==> src/rtl/idmem_wait.sv <==
// Unified instruction/data memory with LATENCY-cycle access, byte-enable writes and a req/ready/ack handshake.
// One transaction in flight; ready drops from acceptance until the edge after ack.
module idmem_wait #(
  parameter int    DEPTH     = 64,
  parameter int    LATENCY   = 2,
  parameter string INIT_FILE = "memfile.dat"
) (
  input  logic        clk,
  input  logic        reset,
  input  logic        req,
  output logic        ready,
  input  logic        we,
  input  logic [3:0]  be,
  input  logic [31:0] addr,
  input  logic [31:0] wdata,
  output logic        ack,
  output logic [31:0] rdata,
  output logic        err
);

  localparam int AW = $clog2(DEPTH);
  localparam int CW = $clog2(LATENCY + 1);
  localparam logic [CW-1:0] CNT_LOAD = (LATENCY >= 2) ? CW'(LATENCY - 2) : '0;

  typedef enum logic [1:0] {IDLE, WAIT, ACK} state_t;

  state_t          state, state_nx;
  logic [CW-1:0]   cnt, cnt_nx;
  logic            we_q;
  logic [3:0]      be_q;
  logic [31:0]     addr_q, wdata_q;
  logic [31:0]     mem [DEPTH];

  logic            cur_we;
  logic [3:0]      cur_be;
  logic [31:0]     cur_addr, cur_wdata;
  logic            bad_addr;
  logic            commit;
  logic [AW-1:0]   idx;

  assign ready = (state == IDLE) && !reset;
  assign ack   = (state == ACK);

  always_comb begin
    state_nx = state;
    cnt_nx   = cnt;
    case (state)
      IDLE: if (req) begin
        if (LATENCY == 1) begin
          state_nx = ACK;
        end else begin
          state_nx = WAIT;
          cnt_nx   = CNT_LOAD;
        end
      end
      WAIT: if (cnt == '0) state_nx = ACK;
            else           cnt_nx   = cnt - 1'b1;
      ACK:  state_nx = IDLE;
      default: state_nx = IDLE;
    endcase
  end

  // With LATENCY=1 the commit edge is the accepting edge, so the live inputs are used.
  always_comb begin
    cur_we    = we_q;
    cur_be    = be_q;
    cur_addr  = addr_q;
    cur_wdata = wdata_q;
    if (state == IDLE) begin
      cur_we    = we;
      cur_be    = be;
      cur_addr  = addr;
      cur_wdata = wdata;
    end
  end

  // Full 30-bit word index is compared so out-of-range addresses never alias.
  assign bad_addr = (cur_addr[1:0] != 2'b00) || (cur_addr[31:2] >= 30'(DEPTH));
  assign idx      = cur_addr[AW+1:2];
  assign commit   = (state_nx == ACK) && (state != ACK);

  always_ff @(posedge clk) begin
    if (reset) begin
      state   <= IDLE;
      cnt     <= '0;
      we_q    <= 1'b0;
      be_q    <= 4'b0000;
      addr_q  <= '0;
      wdata_q <= '0;
      rdata   <= '0;
      err     <= 1'b0;
    end else begin
      state <= state_nx;
      cnt   <= cnt_nx;
      if (state == IDLE && req) begin
        we_q    <= we;
        be_q    <= be;
        addr_q  <= addr;
        wdata_q <= wdata;
      end
      if (commit) begin
        err   <= bad_addr;
        rdata <= (bad_addr || cur_we) ? 32'h0 : mem[idx];
      end
    end
  end

  always_ff @(posedge clk) begin
    if (!reset && commit && cur_we && !bad_addr) begin
      for (int i = 0; i < 4; i++) begin
        if (cur_be[i]) mem[idx][8*i +: 8] <= cur_wdata[8*i +: 8];
      end
    end
  end

endmodule

==> config.mk <==
export PLATFORM = sky130hd
export DESIGN_NAME = idmem_wait
export DESIGN_NICKNAME = d
export VERILOG_FILES = /design/src/rtl/idmem_wait.sv
export SDC_FILE = /design/constraint.sdc
export NUM_CORES = 2
export LEC_CHECK = 0
export CAP_MARGIN = 20
export CORE_MARGIN = 2
export CORE_UTILIZATION = 37
export DETAILED_ROUTE_END_ITERATION = 6
export PLACE_DENSITY = 0.53
export SETUP_SLACK_MARGIN = 0.1
export SLEW_MARGIN = 10
export SYNTH_ARGS = -nofsm -noshare
export SYNTH_HDL_FRONTEND = slang
export SYNTH_SLANG_ARGS = --single-unit
export TNS_END_PERCENT = 1
==> constraint.sdc <==
create_clock -name clk -period 5.35 [get_ports clk]
set_clock_uncertainty 0.05 [all_clocks]
set_input_delay 1.07 -clock clk [delete_from_list [all_inputs] [get_ports clk]]
set_output_delay 1.07 -clock clk [all_outputs]
set_load 0.05 [all_outputs]
==> results.py <==
metrics = {
    "detailed_routing": {
        "routed_wl_um": 268300,
        "viasPerCell": 5.713,
        "ant_nets": 0,
        "drc": 0,
        "drt_pass1_iterations": 5,
        "wl_per_cell_um": 28.91,
        "drt_iter0_drc": 6844,
        "num_vias": 53020,
    },
    "timing": {
        "holdWs_ns": 0.4022,
        "setup_viol": 0,
        "maxSlewHeadroom_pct": 26.36,
        "grt_setup_unrepaired": "no",
        "tightest_slew_ns": 1.105,
        "final_max_slew_viol_count": 0,
        "timing_hold_violations_final": 0,
        "tns_ns": 0,
        "fin_crit_sh_pct": 84.26,
        "max_freq_mhz": 221.8,
        "fin_crit_ns": 4.508,
    },
    "layout": {
        "multi_input_area_um2": 16960,
        "final_core_util_pct": 44.07,
        "nFillCells": 19610,
        "seq_area_um2": 63620,
        "nets": 6201,
        "drive_gt1_share_pct": 14.21,
        "fin_cells": 9280,
        "area_growth_pct": 18.20,
    },
    "grt": {
        "grt_usage_pct": 23.53,
        "grt_pass1_wl_um": 383900,
        "grt-ovfl-total": 0,
        "grt_max_degree": 70,
        "antenna_found_initial": 2,
        "grt_pass1_vias": 51730,
    },
    "critical_path": {
        "start_kind": "flip-flop",
        "reg2reg_slack_ns": 0.97,
        "cpPeakStageDelay_ns": 0.74,
        "path_cells": "or2_2, buf_4, nor2_1, clkdlybuf4s50_1",
        "arrival_ns": 3.39,
        "reg2reg_to": "rdata[23]",
        "crit_slowest_cell": "clkdlybuf4s50_1",
        "critPathRequiredTime_ns": 4.23,
        "r2r_cells": 10,
        "worstPathMaxFanout": 30,
        "critical_path_class": "reg -> out",
        "critPathCapture": "ready",
        "endpoint_kind": "output pin",
        "crit_start": "state[0]",
        "r2r-start": "state[1]",
    },
    "synth": {
        "synthCells": 5677,
        "synth_seq_cells": 2154,
        "yosysWarnings": 0,
        "synth_area_um2": 82080,
        "synth-edff-count": 2048,
        "synthDistinctLibCells": 67,
        "async_reset_ff_share_pct": 0,
        "synth_ff_type": "edfxtp_1",
        "avgSynthCellArea_um2": 14.46,
        "yosysSeqAreaShare_pct": 77.51,
        "syn_nets": 5750,
    },
    "floorplanning": {
        "die-area_um2": 225600,
        "core-area_um2": 220200,
        "design.portCount": 107,
        "die_h_um": 475.0,
        "start_util_pct": 37.28,
        "row_count": 172,
        "dieWidth_um": 475.0,
    },
    "power": {
        "power.switching_w": 0.009239,
        "swShare_pct": 24.65,
        "p_int_w": 0.02825,
        "power.share.combinational_pct": 9.6,
        "peakVddDrop_mv": 0.3293,
        "power_density_nw_per_um2": 386.4,
        "power_frac_clock_pct": 40.1,
        "leakage_nw": 31.77,
        "power_frac_seq_pct": 50.3,
    },
    "cts": {
        "cts_hold_buf": 0,
        "tritoncts": "yes",
        "clk_pin_slew_ns": 0.06,
        "postCtsSetupRepairBufs": 0,
        "htree_levels": 4,
        "clock-sinks": 2154,
        "clock_latency_ns": 0.87,
        "clockBufferDepth": 3,
        "postCtsResizedCells": 0,
        "cts_buffers": 219,
        "ctsRootBufferMaster": "clkbuf_16",
    },
    "place": {
        "dp_hpwl_um": 166000,
        "globalplace.congestion": 0.8485,
        "place_inst": 8860,
        "port_buffers": 106,
    },
    "hold_path": {
        "hold_path_class": "reg -> reg",
    },
    "outcome": {
        "outcome": "complete, no violations",
    },
    "flow_run": {
        "maxCapViolCount": 0,
    },
}
## cell usage after synthesis, types with 5 or more instances
master	n	area share (%)
mux2i_1	145	1.8
buf_2	106	0.65
o221ai_1	24	0.26
a221oi_1	13	0.14
a21boi_0	6	0.055
clkbuf_1	184	0.84
mux2_2	6	0.082
o31ai_1	6	0.055
a21oi_1	187	1.1
a32oi_1	67	0.71
nand2b_1	5	0.038
nand2_1	1072	4.9
and3_1	21	0.16
edfxtp_1	2048	75
o22ai_1	439	3.3
nor4b_1	6	0.064
buf_1	81	0.37
a31oi_1	116	0.88
a32o_1	54	0.66
buf_6	6	0.082
a22oi_1	15	0.14
or4_1	14	0.13
a22o_1	17	0.18
nor2_1	219	1.0
o21ai_0	11	0.067
nor3_1	291	1.8
nor2b_1	5	0.038
nand3_1	235	1.4
nand3b_1	5	0.046
dfxtp_1	106	2.6
nor4_1	83	0.63
buf_4	22	0.20
## critical path: cells and delay by family, from the launching register on
kind                   cells  cell delay [ns]
DFF                        1             0.58
and+or+nand+nor            2             0.73
buffers and inverters      2             1.19
## layout make-up
type                       count  share of cell area, %
sequential                  2154                  65.58
multi-input combinational   3121                  17.48
clock inverter               125                  1.199
timing repair buffer         629                  5.925
tap                         2958                  3.815
inverter                       3                0.01161
clock buffer                 286                  5.973
antenna                        4                0.01032
## routing by layer
metal / track usage [%] / vias to the layer above / part of all wire (%)
met5: 0 / - / 0
met1: 32.84 / 27320 / 42
met4: 7.235 / 0 / 2.9
met3: 4.042 / 405 / 7.8
li1: - / 22880 / -
met2: 37.54 / 2413 / 47
## placed cells by master, fill, tap and decap left out, types with 9 or more instances in the layout
master,netlist,layout
edfxtp_1,2048,2048
o22ai_1,439,439
or4_1,14,14
a32o_1,54,54
nor4_1,83,83
bufinv_16,0,18
o21ai_0,11,10
buf_12,0,55
nor3_1,291,290
inv_6,0,9
mux2i_1,145,142
clkdlybuf4s50_1,0,105
a22oi_1,15,13
and3_1,21,21
nor2_1,219,217
clkbuf_16,0,221
nand2_4,0,9
a31oi_1,116,116
clkbuf_1,184,63
nand2_2,0,33
nand2_1,1072,1030
dfxtp_1,106,106
clkinv_2,0,33
o221ai_1,24,24
a22o_1,17,17
a221oi_1,13,13
buf_4,22,463
a21oi_1,187,187
clkinv_1,0,51
nand3_1,235,235
a32oi_1,67,67
## power groups by stage
stage	clock network (W)	registers, W	logic, W
floorplan	0	0.0192	0.00181
global placement	0	0.0192	0.00353
detailed placement	0	0.0192	0.00357
CTS	0.0152	0.0188	0.00357
global route	0.0159	0.0188	0.00380
finish	0.0150	0.0188	0.00360
## cell families after synthesis
family | after synthesis | share of synthesized area [%]
AO/OA/AOI/OAI | 993 | 8.063
adder cells (fa/ha/maj) | 1 | 0.01524
buffers and inverters | 402 | 2.156
flip-flops | 2154 | 77.51
multiplexers | 153 | 1.881
AND/OR/NAND/NOR | 1974 | 10.37
## how the worst min path moves through the flow
stage                           start           to  slack [ns]  cells after the start
final                      wdata_q[8]   wdata_q[8]        0.40                      2
after global routing      wdata_q[18]  wdata_q[18]        0.42                      2
after CTS                     be_q[1]      be_q[1]        0.40                      2
after detailed placement      be_q[1]      be_q[1]        0.40                      2
after global placement    wdata_q[21]  wdata_q[21]        0.39                      2
after floorplan            addr_q[15]   addr_q[15]        0.38                      2
## metrics by stage
step | power (W) | area (µm²) | setup WS [ns]
detailed placement | 0.02278 | 89940 | 0.2509
global route | 0.03851 | 97000 | 0.6703
finish | 0.03749 | 97010 | 0.8418
CTS | 0.03764 | 96890 | 0.7505
floorplan | 0.02103 | 82080 | 1.574
global placement | 0.02274 | 89850 | 0.2521
## sequential cells by signal (all words and copies together), names as in the netlist
signal,count
addr_q,32
be_q,4
cnt,2
err,1
mem,2048
rdata,32
state,2
wdata_q,32
we_q,1
No activity file was read; power rests on OpenSTA's default activity.
